<file path="config.mk">
export PLATFORM = sky130hd
export DESIGN_NAME = mux_scan_multi_flat
export DESIGN_NICKNAME = d
export VERILOG_FILES = /design/src/rtl/mux_scan_multi_if.sv /design/src/rtl/mux_scan_multi.sv /design/src/flat_wrapper.sv
export SDC_FILE = /design/constraint.sdc
export NUM_CORES = 1
export LEC_CHECK = 0
export BUFFER_PORTS_ARGS = -buffer_cell sky130_fd_sc_hd__buf_2
export CAP_MARGIN = 20
export CORE_ASPECT_RATIO = 0.9
export CORE_MARGIN = 2
export CORE_UTILIZATION = 52
export CTS_CLUSTER_SIZE = 30
export DETAILED_ROUTE_END_ITERATION = 6
export PLACE_DENSITY = 0.83
export SYNTH_ARGS = -nofsm -noshare
export SYNTH_HDL_FRONTEND = slang
export SYNTH_SLANG_ARGS = --single-unit
</file>
<file path="constraint.sdc">
create_clock -name clk -period 5 [get_ports clk]
set_clock_uncertainty 0.2 [all_clocks]
set_input_delay 0 -clock clk [delete_from_list [all_inputs] [get_ports clk]]
set_output_delay 0 -clock clk [all_outputs]
set_load 0.1 [all_outputs]
</file>
<file path="src/rtl/mux_scan_multi_if.sv">
// Signal bundle for mux_scan_multi: control inputs, the packed input words and the
// registered output path. master drives the controls, slave is the multiplexer.
interface mux_scan_multi_if #(
    parameter int WIDTH  = 4,
    parameter int NUM_IN = 4,
    parameter int SEL_W  = 2,
    parameter int NUM_CH = 2
);
    logic                            mode;
    logic [SEL_W-1:0]                sel_in;
    logic                            sel_load;
    logic                            hold;
    logic [NUM_CH*NUM_IN*WIDTH-1:0]  in_bus;
    logic [NUM_CH*WIDTH-1:0]         out_bus;
    logic [SEL_W-1:0]                sel_cur;
    logic [NUM_IN-1:0]               slot_oh;
    logic                            slot_stb;

    modport master (
        output mode, sel_in, sel_load, hold, in_bus,
        input  out_bus, sel_cur, slot_oh, slot_stb
    );

    modport slave (
        input  mode, sel_in, sel_load, hold, in_bus,
        output out_bus, sel_cur, slot_oh, slot_stb
    );
endinterface

</file>
<file path="src/rtl/mux_scan_multi.sv">
// N-input, multi-channel registered multiplexer with a manual select register and a
// prescaled round-robin scan mode; emits a one-hot slot enable and a new-slot strobe.
module mux_scan_multi #(
    parameter int WIDTH    = 4,
    parameter int NUM_IN   = 4,
    parameter int SEL_W    = 2,
    parameter int NUM_CH   = 2,
    parameter int PRESCALE = 16,
    parameter int PS_W     = 16
) (
    input  logic             clk,
    input  logic             rst,
    mux_scan_multi_if.slave  bus
);

    localparam logic [PS_W-1:0]  PS_LAST  = PS_W'(PRESCALE - 1);
    localparam logic [SEL_W-1:0] SEL_LAST = SEL_W'(NUM_IN - 1);

    logic [SEL_W-1:0]        sel_q, sel_d;
    logic [PS_W-1:0]         cnt, cnt_d;
    logic                    load_ok;

    logic [NUM_CH*WIDTH-1:0] out_q, out_d;
    logic [SEL_W-1:0]        cur_q;
    logic [NUM_IN-1:0]       oh_q;
    logic                    stb_q;

    // sel_load is a single-cycle command; out-of-range selects are dropped so
    // sel_q can never address a non-existent input.
    assign load_ok = bus.sel_load && (int'(bus.sel_in) < NUM_IN);

    always_comb begin
        sel_d = sel_q;
        cnt_d = cnt;
        if (load_ok) begin
            sel_d = bus.sel_in;
            cnt_d = '0;
        end else if (!bus.mode) begin
            cnt_d = '0;
        end else if (!bus.hold) begin
            if (cnt == PS_LAST) begin
                cnt_d = '0;
                sel_d = (sel_q == SEL_LAST) ? '0 : sel_q + SEL_W'(1);
            end else begin
                cnt_d = cnt + PS_W'(1);
            end
        end
    end

    always_comb begin
        out_d = '0;
        for (int c = 0; c < NUM_CH; c++) begin
            out_d[c*WIDTH +: WIDTH] = bus.in_bus[(c*NUM_IN + int'(sel_q))*WIDTH +: WIDTH];
        end
    end

    always_ff @(posedge clk) begin
        if (rst) begin
            sel_q <= '0;
            cnt   <= '0;
        end else begin
            sel_q <= sel_d;
            cnt   <= cnt_d;
        end
    end

    // cur_q lags sel_q by one cycle, so a difference marks the first output cycle of a new slot.
    always_ff @(posedge clk) begin
        if (rst) begin
            out_q <= '0;
            cur_q <= '0;
            oh_q  <= '0;
            stb_q <= 1'b0;
        end else begin
            out_q <= out_d;
            cur_q <= sel_q;
            oh_q  <= NUM_IN'(1) << sel_q;
            stb_q <= (sel_q != cur_q);
        end
    end

    assign bus.out_bus  = out_q;
    assign bus.sel_cur  = cur_q;
    assign bus.slot_oh  = oh_q;
    assign bus.slot_stb = stb_q;

endmodule

</file>
<file path="src/flat_wrapper.sv">
// flat-port wrapper written by rule: the top's interface ports become plain ports
module mux_scan_multi_flat 
#(
    parameter int WIDTH    = 4,
    parameter int NUM_IN   = 4,
    parameter int SEL_W    = 2,
    parameter int NUM_CH   = 2,
    parameter int PRESCALE = 16,
    parameter int PS_W     = 16
)
  (clk, rst, bus_mode, bus_sel_in, bus_sel_load, bus_hold, bus_in_bus, bus_out_bus, bus_sel_cur, bus_slot_oh, bus_slot_stb);
  mux_scan_multi_if #(.WIDTH(WIDTH), .NUM_IN(NUM_IN), .SEL_W(SEL_W), .NUM_CH(NUM_CH)) bus_i ();
  input  logic clk;
  input  logic rst;
  input wire logic [$bits(bus_i.mode)-1:0] bus_mode;
  input wire logic [$bits(bus_i.sel_in)-1:0] bus_sel_in;
  input wire logic [$bits(bus_i.sel_load)-1:0] bus_sel_load;
  input wire logic [$bits(bus_i.hold)-1:0] bus_hold;
  input wire logic [$bits(bus_i.in_bus)-1:0] bus_in_bus;
  output wire logic [$bits(bus_i.out_bus)-1:0] bus_out_bus;
  output wire logic [$bits(bus_i.sel_cur)-1:0] bus_sel_cur;
  output wire logic [$bits(bus_i.slot_oh)-1:0] bus_slot_oh;
  output wire logic [$bits(bus_i.slot_stb)-1:0] bus_slot_stb;
  assign bus_i.mode = bus_mode;
  assign bus_i.sel_in = bus_sel_in;
  assign bus_i.sel_load = bus_sel_load;
  assign bus_i.hold = bus_hold;
  assign bus_i.in_bus = bus_in_bus;
  assign bus_out_bus = bus_i.out_bus;
  assign bus_sel_cur = bus_i.sel_cur;
  assign bus_slot_oh = bus_i.slot_oh;
  assign bus_slot_stb = bus_i.slot_stb;
  mux_scan_multi #(.WIDTH(WIDTH), .NUM_IN(NUM_IN), .SEL_W(SEL_W), .NUM_CH(NUM_CH), .PRESCALE(PRESCALE), .PS_W(PS_W)) u_core (.clk(clk), .rst(rst), .bus(bus_i));
endmodule
</file>
---- After elaboration in Yosys (flattened, before gate mapping) ----
Cells that the tools add are included.
storage, ports and cells
  flip-flop bits (word level) ............. 33
  input port bits ......................... 39
  output and inout bits ................... 15
  logic and storage cells ................. 27
operators by class
  $add $sub $neg .......................... 3
  eq/ne operators ......................... 4
  shift operators ......................... 3
  mux-type cells .......................... 6
  bitwise logic cells ..................... 1
  reduce and logical (&&, ||, !) cells .... 4
operators with widths
  kind                     count
  $shiftx A32 B32 Y4       1
  $shiftx A32 B5 Y4        1
  $add A16 B1 Y16 const B  1
  $eq A16 B4 Y1 const B    1
  $mux W16                 1
  $mux W2                  5
  $add A3 B2 Y4 const A    1
  $reduce_bool A2 Y1       2
  $shl A1 B2 Y4 const A    1
  $reduce_and A3 Y1        1
  $reduce_or A3 Y1         1
  $add A2 B1 Y2 const B    1
  $eq A2 B2 Y1 const B     1
  $ne A2 B2 Y1             1
  $ne A2 B2 Y1 const B     1
  $not A1 Y1               1

---- Logic depth before layout (Yosys ltp) ----
Gate-level depths: netlist of run 1.
  depth after elaboration ................. 6
  gate-level depth with buffers ........... 5
  depth with buffers taken out ............ 5

---- Least setup slack after synthesis of run 1 ----
Ideal clock, no wire load.
  path kind ............................... register to register
  start point ............................. reg u_core.cnt[12]
  end point ............................... reg u_core.sel_q[0]
  setup time .............................. 0.123 ns
  data arrival time ....................... 1.439 ns
  required time ........................... 4.677 ns
  slack ................................... 3.238 ns
  stages on the path, launching flop included .. 5
  buffers on the path ..................... 0
  clock period less this slack ............ 1.762 ns
  cells stage by stage .................... dfxtp_1 or4_4 nor2_2 a41oi_2 mux2_1
on the way
  word-level cells in the longest chain between the ends .. 3
ends and longest elaborated chain
  what                                 RTL line              RTL
  start, declared                      mux_scan_multi.sv:20  logic [PS_W-1:0] cnt, cnt_d;
  start signal, assigned               mux_scan_multi.sv:63  cnt <= cnt_d;
  $eq A16 B4 Y1                        mux_scan_multi.sv:41  if (cnt == PS_LAST) begin
  $reduce_bool A2 Y1 (no source line)  -
  $reduce_and A3 Y1 (no source line)   -
  end signal, assigned                 mux_scan_multi.sv:62  sel_q <= sel_d;
  end, declared                        mux_scan_multi.sv:19  logic [SEL_W-1:0] sel_q, sel_d;
No other way between the ends.
A chain may end at the register's enable or synchronous reset.

---- Final worst setup path of run 1 ----
  start point ............................. reg u_core.cnt[4]
  end point ............................... reg u_core.cnt[5]
on the way
  word-level cells in the longest chain between the ends .. 2
  elaborated cells between the ends (all ways) .. 3
  classes of those cells .................. 1 x add/sub; 1 x eq/ne; 1 x mux
ends and longest elaborated chain
  what                                              RTL line
  $add A16 B1 Y16 or $eq A16 B4 Y1 (tied branches)  mux_scan_multi.sv:45, mux_scan_multi.sv:41
  $mux W16 *                                        mux_scan_multi.sv:41
Mark *: on every way between the ends. The rest lies on a longest branch, timed or not.

==> results of run 1 <==
==> critical path: stages (launching register included) <==
cell and delay, ns:
dfxtp_1 0.37, nor4_2 0.37, nand2_1 0.15, o31ai_4 0.55, dlygate4sd3_1 0.69, nor2_1 0.06
==> cell type report <==
cell class / instances / area [um^2] / share of cell area
multi-input cells: 98 / 809.5 / 0.3826
repair buffers: 80 / 535.5 / 0.2531
clock buffers: 8 / 48.80 / 0.02306
well taps: 40 / 50.05 / 0.02365
flip-flops and latches: 33 / 660.6 / 0.3122
inverters: 3 / 11.26 / 0.005322
==> power by group through the flow <==
| stage | Sequential [uW] | Clock, uW | Combinational [uW] |
|---|---|---|---|
| 6_report | 283 | 139 | 155 |
| 3_3_place_gp | 288 | 0 | 126 |
| 3_5_place_dp | 289 | 0 | 128 |
| 2_1_floorplan | 353 | 0 | 33.9 |
| 4_1_cts | 283 | 142 | 150 |
| 5_1_grt | 285 | 156 | 160 |
==> per-stage QoR <==
step           area (um^2)  setup WS [ns]
2_1_floorplan         1501          3.238
3_3_place_gp          1797          3.128
6_report              2116          2.510
4_1_cts               2116          2.507
5_1_grt               2116          2.374
3_5_place_dp          1797          3.075
==> how the worst max path moves through the flow <==
stage | cells after the start | slack, ns | from | end
after global placement | 3 | 3.13 | u_core.cnt[12] | u_core.cnt[6]
final | 5 | 2.51 | u_core.cnt[4] | u_core.cnt[5]
after detailed placement | 4 | 3.08 | u_core.cnt[4] | u_core.cnt[14]
after global routing | 5 | 2.37 | u_core.cnt[4] | u_core.cnt[5]
after floorplan | 4 | 3.24 | u_core.cnt[12] | u_core.sel_q[0]
after CTS | 5 | 2.51 | u_core.cnt[4] | u_core.cnt[5]
==> cell families after synthesis <==
logic type,count (synthesis),share of synthesized area
muxes,12,0.1483
DFF,33,0.4400
and+or+nand+nor,63,0.2433
xor gates and xnor gates,17,0.09917
adders and majority gates,2,0.01666
AOI/OAI and AO/OA,4,0.03167
buffers and inverters,7,0.02083
==> layer usage <==
| layer | wire length (um) | vias up | global-route usage |
|---|---|---|---|
| met3 | 250 | 17 | 0.08605 |
| met1 | 1558 | 654 | 0.3018 |
| met4 | 134 | 0 | 0.1159 |
| met2 | 2162 | 55 | 0.4946 |
| met5 | 0 | - | 0 |
| li1 | - | 652 | - |
==> state kept, by name (all words and copies together), names as in the netlist <==
name,cells
u_core.cnt,16
u_core.bus.out_bus,8
u_core.bus.slot_oh,4
u_core.bus.sel_cur,2
u_core.sel_q,2
u_core.bus.slot_stb,1
==> cells in the final DEF, fill, tap and decap left out <==
master         netlist  routed
buf_2                1      53
dfxtp_1             33      33
dlygate4sd3_1        0      27
nor2_1              19      19
xnor2_1             14      14
nor2b_1             12      12
mux4_2               8       8
nor3_1               7       7
clkbuf_4             0       5
nand2_1              4       4
nor4_1               4       4
nand4_1              3       3
nand3_1              3       3
inv_1                3       3
xor2_1               3       3
clkbuf_1             1       3
a21oi_1              2       2
mux2_1               2       2
and2_1               2       2
nand4b_1             2       2
mux2i_1              2       2
ha_1                 2       2
nor4_4               1       1
nor4_2               1       1
nand4b_2             1       1
or4_4                1       1
nor2_2               1       1
a41oi_2              1       1
nor3b_1              1       1
o31ai_4              1       1
nand2b_1             1       1
==> run metrics, run 1 <==
r2r startpoint=u_core.cnt[4]; power per cell area=272.6 mW/mm^2; VDD IR max=0.1971 mV; period utilization=0.4981; count of final max-slew check failures=0; CTS tree=built; die span in x=60.64 um; RSZ-0062 raised after global routing=no; Hold Path Class=reg2reg; Pleak=0.0008680 uW; internal power=387.8 uW; Setup-failing EPs final=0; Slew Limit Headroom=0.5249; most numerous cell in the Yosys netlist=dfxtp_1; Net Count, Synth=179; drt wl/cell=15.67 um; critical path class=reg2reg; Starting Density=0.5464; Layout area overhead=40.92%; I/O Pins=54; die area=0.003334 mm^2; Max Cap Viol=0; first-pass GRT wire length=6396 um; worst hold path stage count=2; final net count=262; Max Clk Rate=401.6 MHz; Crit Path Max Fanout=13; GRT overflow=0; number of hold buffers added after CTS=27; final design utilization=0.7700; flop and latch count out of synthesis=33; 1st-iter DRT viols=53; CTS clk-pin slew, worst paths=0.09 ns; Final Total Pwr=576.8 uW; Reg2Reg Depth=5; Fillers=200; layout cells sized above 1=0.3288; Hold EP=u_core.cnt[15]; Most used DFF post-synth=dfxtp_1; router iterations before antenna repair=4; TNS Setup=0 ns; Detailed Route WL=4105 um; reg-to-reg endpoint=u_core.cnt[5]; outcome=finished clean; Mean Syn Cell Area=10.88 um^2; Worst Path Required=5.03 ns; initial antenna violation count=0; Placed Cells=227; row count=18; post-synthesis cell type count=31; Yosys Warn Count=0; sequential area share after synthesis=0.4400; area of the mapped netlist=0.001501 mm^2; Fin Hold WS=0.3565 ns; Setup crit start kind=flop; area of the core=0.002748 mm^2; Synth area leader=dfxtp_1; sequential power share=0.491; largest net degree at the start of global routing=16; Reg2Reg Setup Slack=2.51 ns; post-route ant nets=0; Setup crit end kind=flop; n_diodes=0; post-synth top area share=0.4400; sw frac=0.3277; arrival time worst endpoint=2.52 ns; GR Util All Layers=0.2751; DPL Wire Length=2707 um; Inserted Clock Buffers=5; worst slew pin tran=0.7117 ns; hold wc startpoint=u_core.cnt[15]; synthesized instance count=138; CTS root buf=clkbuf_4; P_sw=189.0 uW; setup bufs post-CTS=0; Tmin final=2.490 ns; chip height=54.98 um; Clk Latency, worst-skew pair=0.33 ns; routability cong.=0.8246; final-report hold violation count=0; Avg Vias per Cell=5.260; Sink Count=33; Async S/R FF share, synth=0; port bufs=53; Post-synth EDFFs=0; drt drc=0; via count=1,378; CTS resizes=0; top post-synthesis cells by count=33 x dfxtp_1, 19 x nor2_1, 14 x xnor2_1; Combinational Power Share=0.268; Final Non-Filler Cells=262; clock power share=0.241; number of global-route vias before repair=1,364; Synth area leaders=dfxtp_1 44%, mux4_2 12%, xnor2_1 8.2%; CTS HTree Levels=2; Max clock buf depth=2
Power figures use the tool's default switching activity.
==> run 2: changes to the inputs <==
--- a/config.mk
+++ b/config.mk
@@ -9,10 +9,10 @@
 export CAP_MARGIN = 20
 export CORE_ASPECT_RATIO = 0.9
 export CORE_MARGIN = 2
-export CORE_UTILIZATION = 52
+export CORE_UTILIZATION = 48
 export CTS_CLUSTER_SIZE = 30
 export DETAILED_ROUTE_END_ITERATION = 6
-export PLACE_DENSITY = 0.83
+export PLACE_DENSITY = 0.78
 export SYNTH_ARGS = -nofsm -noshare
 export SYNTH_HDL_FRONTEND = slang
 export SYNTH_SLANG_ARGS = --single-unit
==> constraint.sdc (replaced) <==
create_clock -name clk -period 2.58 [get_ports clk]
set_clock_uncertainty 0.2 [all_clocks]
set_input_delay 0 -clock clk [delete_from_list [all_inputs] [get_ports clk]]
set_output_delay 0 -clock clk [all_outputs]
set_load 0.1 [all_outputs]
==> run 2 against run 1 <==
Net effect:
- sequential power is 94% higher
- sequential share of layout area is 0.41 points lower
- register-to-register slack worse by 2.3 ns
- worst setup slack worse by 2.4 ns
- utilization is 5.8 points lower
- critical path depth is 2 higher
- clock power is 110% higher
- global-route usage is 4.6 points lower
- count of clock-buffer cells in the layout is 3 lower
- largest power group unchanged
==> run metrics, run 2 (synthesis results as in run 1) <==
worst slew pin tran=0.5749 ns; routability cong.=0.7810; Worst Path Required=2.67 ns; CP cell instances=dlygate4sd3_1, buf_2, nor3b_1, dlygate4sd3_1, o31ai_4, nor2_1, dlygate4sd3_1; commonest non-fill, non-tap cell in the layout=buf_2; CTS HTree Levels=2; CP Buf/Inv Count=4; largest reg by FF count=u_core.cnt; chip height=57.06 um; layout cells sized above 1=0.3644; drt wl/cell=13.79 um; power per cell area=529.0 mW/mm^2; sequential power share=0.482; VDD IR max=0.3877 mV; via count=1,319; clock power share=0.255; post-route ant nets=0; critical path class=in2reg; arrival time worst endpoint=2.53 ns; crit-path max cell delay=0.68 ns; period utilization=0.9456; outcome=finished clean; CTS root buf=clkbuf_4; Hold Path Class=in2reg; Max Cap Viol=0; sw frac=0.3381; Max clock buf depth=2; Avg Vias per Cell=4.940; first-pass GRT wire length=6223 um; RSZ-0062 raised after global routing=no; Placed Cells=230; router iterations before antenna repair=4; 1st-iter DRT viols=30; Combinational Power Share=0.263; Layout area overhead=43.08%; GR Util All Layers=0.2288; Setup crit start kind=primary input; final net count=265; Detailed Route WL=3683 um; I/O Pins=54; Setup-failing EPs final=0; Fillers=227; Top delay family on crit path=buffers and inverters; row count=19; drt drc=0; TNS Setup=0 ns; CP most frequent cell=dlygate4sd3_1; Slew Limit Headroom=0.6162; internal power=752.2 uW; Inserted Clock Buffers=5; critical path's slowest cell=dlygate4sd3_1; largest net degree at the start of global routing=16; port bufs=53; P_sw=384.1 uW; Setup crit end kind=flop; most frequent cells in the layout=53 x buf_2, 32 x dfxtp_1, 25 x dlygate4sd3_1, 19 x nor2_1, 14 x xnor2_1; Tmin final=2.440 ns; Crit Path Max Fanout=15; final-report hold violation count=0; Starting Density=0.4973; Pleak=0.0008783 uW; Final Non-Filler Cells=267; initial antenna violation count=0; number of global-route vias before repair=1,384; CTS tree=built; area of the core=0.003019 mm^2; n_diodes=0; Final Total Pwr=1136 uW; DPL Wire Length=2665 um; count of final max-slew check failures=0; die area=0.003592 mm^2; flip-flop count of the largest register after layout=16; Sink Count=33; Max Clk Rate=409.9 MHz; die span in x=62.96 um; Clk Latency, worst-skew pair=0.34 ns; CTS clk-pin slew, worst paths=0.11 ns; GRT overflow=0
run 2: changes by cell type in the layout (fill, tap and decap cells not counted):
cell	before	now
dfxtp_2	0	1
buf_4	0	5
clkinvlp_4	0	3
clkbuf_1	3	0
dfxtp_1	33	32
dlygate4sd3_1	27	25
run 2: stage by stage:
stage | hold slack (ns) | instance area (um^2) | utilization | setup WS [ns]
5_1_grt | 0.3611 | 2148 | 0.7116 | 0.09123
3_3_place_gp | 0.1036 | 1807 | 0.5984 | 0.7013
3_5_place_dp | 0.1328 | 1807 | 0.5984 | 0.6734
6_report | 0.3364 | 2148 | 0.7116 | 0.1403
4_1_cts | 0.3032 | 2117 | 0.7012 | 0.1220
2_1_floorplan | -0.1118 | 1501 | - | 0.8179
run 2: path summary, 6_finish.rpt:
kind                         startpoint             endpoint  slack (ns)  cells past startpoint
setup reg to reg         u_core.cnt[12]      u_core.sel_q[0]        0.16                      5
hold / removal                 bus_hold        u_core.cnt[1]        0.34                      4
setup / recovery                    rst        u_core.cnt[0]        0.14                      7
hold reg to reg   u_core.bus.sel_cur[0]  u_core.bus.slot_stb        0.36                      2
run 2: final cells by class:
| cell class | count | area [um^2] | share of cell area |
|---|---|---|---|
| multi-input cells | 98 | 809.5 | 0.3768 |
| repair buffers | 83 | 553.0 | 0.2574 |
| clock inverters | 3 | 22.52 | 0.01048 |
| inverters | 3 | 11.26 | 0.005242 |
| clock buffers | 5 | 37.54 | 0.01747 |
| flip-flops and latches | 33 | 661.9 | 0.3081 |
| well taps | 42 | 52.55 | 0.02446 |
run 2: timing repair:
action                                  CTS  global route
hold buffers                             25             0
resized for setup                         0             1
endpoints found under the setup margin    0             2
buffers inserted                          0             4
endpoints found under the hold margin    32             0
run 2: per-layer routing:
| layer | global-route usage | up-vias | wire length (um) |
|---|---|---|---|
| li1 | - | 656 | - |
| met1 | 0.2609 | 621 | 1584 |
| met2 | 0.3845 | 36 | 1874 |
| met3 | 0.07890 | 6 | 159 |
| met4 | 0.1175 | 0 | 64 |
| met5 | 0 | - | 0 |
run 2: tightest hold or removal path, cell delays in order:
cell           delay, ns
dlygate4sd3_1       0.51
buf_2               0.15
mux2i_1             0.09
nor2_1              0.09
run 2: power by group through the flow:
stage | clock network (uW) | logic, uW | registers (uW)
after floorplan | 0 | 65.7 | 684
after global placement | 0 | 246 | 559
after detailed placement | 0 | 252 | 560
after CTS | 302 | 294 | 548
after global routing | 322 | 311 | 553
final | 289 | 299 | 548
==> run 3: changes to the inputs <==
--- a/config.mk
+++ b/config.mk
@@ -5,11 +5,12 @@
 export SDC_FILE = /design/constraint.sdc
 export NUM_CORES = 1
 export LEC_CHECK = 0
+export ABC_AREA = 1
 export BUFFER_PORTS_ARGS = -buffer_cell sky130_fd_sc_hd__buf_2
 export CAP_MARGIN = 20
 export CORE_ASPECT_RATIO = 0.9
 export CORE_MARGIN = 2
-export CORE_UTILIZATION = 48
+export CORE_UTILIZATION = 49
 export CTS_CLUSTER_SIZE = 30
 export DETAILED_ROUTE_END_ITERATION = 6
 export PLACE_DENSITY = 0.78
==> run 3 against run 2 <==
Net effect:
- via count up 28%
- first-iteration DRC count grew to 4.6 times the previous value
- flip-flop and latch count is the same
- largest power group unchanged
- die area grew 3.3%
==> run metrics, run 3 <==
outcome=finished clean; Synth area leader=dfxtp_1; area of the core=0.003067 mm^2; drt wl/cell=11.98 um; Synth Area in Simple Gates=0.4298; router iterations before antenna repair=4; Max Clk Rate=409.9 MHz; Reg2Reg Depth=7; chip height=57.98 um; Top delay family on crit path=buffers and inverters; n_diodes=0; post-synth top area share=0.4164; Most used DFF post-synth=dfxtp_1; Sink Count=33; Critical Path End=u_core.bus.out_bus[7]; Placed Area=0.001899 mm^2; critical path's slowest cell=dlygate4sd3_1; row count=19; Placed Cells=308; TNS Setup=0 ns; Inserted Clock Buffers=5; Hold Path Class=in2reg; 1st-iter DRT viols=139; Tmin final=2.440 ns; Layout area overhead=41.32%; Synth Area in Adders=0.01577; critical path depth=9; I/O Pins=54; Setup crit end kind=flop; power per cell area=506.7 mW/mm^2; CP cell instances=dlygate4sd3_1, buf_2, inv_1, nand2_1, nor2_4, a22oi_1, dlygate4sd3_1, nand2_1, dlygate4sd3_1; die area=0.003710 mm^2; most numerous cell in the Yosys netlist=nand2_1; CTS HTree Levels=2; top post-synthesis cells by count=57 x nand2_1, 36 x nor2_1, 33 x dfxtp_1; Setup crit start kind=primary input; Worst Setup SP=rst; final-report hold violation count=0; Async S/R FF share, synth=0; GR Util All Layers=0.2453; CP Buf/Inv Count=5; sequential area share after synthesis=0.4164; final net count=342; largest net degree at the start of global routing=11; most frequent cells in the layout=57 x nand2_1, 53 x buf_2, 36 x nor2_1, 32 x dfxtp_1, 28 x dlygate4sd3_1; routability cong.=0.8466; critical path class=in2reg; Synth Area in Compound Gates=0.05442; number of global-route vias before repair=1,559; commonest non-fill, non-tap cell in the layout=nand2_1; Synth Area in XOR/XNOR=0.03312; Starting Density=0.5173; arrival time worst endpoint=2.53 ns; Net Count, Synth=255; setup bufs post-CTS=0; Setup-failing EPs final=0; r2r startpoint=u_core.sel_q[1]; VDD IR max=0.4361 mV; port bufs=53; final design utilization=0.7311; post-route ant nets=0; main combinational cell family by area after synthesis=simple AND/OR/NAND/NOR gates; Slew Limit Headroom=0.6688; worst slew pin tran=0.5003 ns; count of final max-slew check failures=0; drt drc=0; Fin Hold WS=0.2016 ns; layout cells sized above 1=0.2980; CP most frequent cell=dlygate4sd3_1; Yosys Warn Count=0; Synth area leaders=dfxtp_1 42%, nand2_1 13%, nor2_1 8.5%; Clk Latency, worst-skew pair=0.34 ns; Max Cap Viol=0; Final Cell Area=0.002242 mm^2; CTS root buf=clkbuf_4; largest reg by FF count=u_core.cnt; Crit Path Max Fanout=9; flop and latch count out of synthesis=33; synthesized instance count=214; die span in x=63.98 um; Mean Syn Cell Area=7.414 um^2; first-pass GRT wire length=6817 um; reg-to-reg endpoint=u_core.bus.out_bus[7]; flip-flop count of the largest register after layout=16; DPL Wire Length=2611 um; mux contribution to synthesized area=0; CTS tree=built; crit-path max cell delay=0.57 ns; Pleak=0.0009951 uW; Final Non-Filler Cells=344; CTS clk-pin slew, worst paths=0.10 ns; Post-synth EDFFs=0; Reg2Reg Setup Slack=0.18 ns; RSZ-0062 raised after global routing=no; via count=1,682; post-synthesis cell type count=29; Detailed Route WL=4121 um; GRT overflow=0; period utilization=0.9456; Worst Path Required=2.67 ns; Avg Vias per Cell=4.890; initial antenna violation count=0; Max clock buf depth=2; area of the mapped netlist=0.001587 mm^2
==> run 3: timing repair <==
item / in CTS / in global routing
gates resized for setup: 0 / 3
hold buffers: 30 / 0
endpoints found under the hold margin: 26 / 0
setup endpoints to repair: 0 / 3
==> run 3: worst min path at each step <==
stage	cells past startpoint	startpoint	end	slack (ns)
4_1_cts	3	rst	u_core.bus.sel_cur[0]	0.19
2_1_floorplan	1	rst	u_core.bus.slot_stb	-0.13
3_3_place_gp	2	rst	u_core.bus.sel_cur[0]	-0.006
5_1_grt	3	rst	u_core.bus.sel_cur[0]	0.18
3_5_place_dp	2	rst	u_core.bus.sel_cur[0]	0.003
6_report	4	bus_in_bus[20]	u_core.bus.out_bus[4]	0.20
==> run 3: final cells by class <==
type,count,area (um^2)
Tap cell,42,52.55
Inverter,20,75.07
Clock buffer,6,41.29
Fill cell,224,824.5
Timing Repair Buffer,81,545.5
Sequential cell,33,661.9
Clock inverter,2,10.01
Multi-Input combinational cell,160,855.8
==> run 3: cell families (layout without fill, tap and decap cells) <==
group / count (synthesis) / in the layout
AO/OA/AOI/OAI: 14 / 14
XOR/XNOR: 6 / 6
adder cells (fa/ha/maj): 2 / 2
buffers and inverters: 21 / 109
flip-flops: 33 / 33
AND/OR/NAND/NOR: 138 / 138
==> run 3: report_power, final <==
| part | internal (uW) | switching (uW) | leakage [uW] | total, uW |
|---|---|---|---|---|
| clock network | 104 | 176 | 0.0000320 | 280 |
| logic | 93.8 | 219 | 0.000693 | 313 |
| registers | 533 | 10.1 | 0.000270 | 543 |
==> run 3: routing by layer <==
metal	global-route usage	wire, um
met1	0.2917	1749
met2	0.4033	2050
met3	0.06408	183
met4	0.1429	138
met5	0	0
==> run 3: per-stage QoR <==
stage                     power, uW  setup slack, ns
final                          1136           0.1404
after global routing           1188          0.05123
after CTS                      1134          0.03915
after detailed placement      814.3           0.9497
after global placement        812.7           0.9934
after floorplan               753.5            1.045
==> run 3: worst reg2reg max path, delay by kind of cell, from the launching register on <==
kind / cells / cell delay [ns]
buffers and inverters: 3 / 1.19
DFF: 1 / 0.43
and+or+nand+nor: 3 / 0.32
AOI/OAI and AO/OA: 1 / 0.18
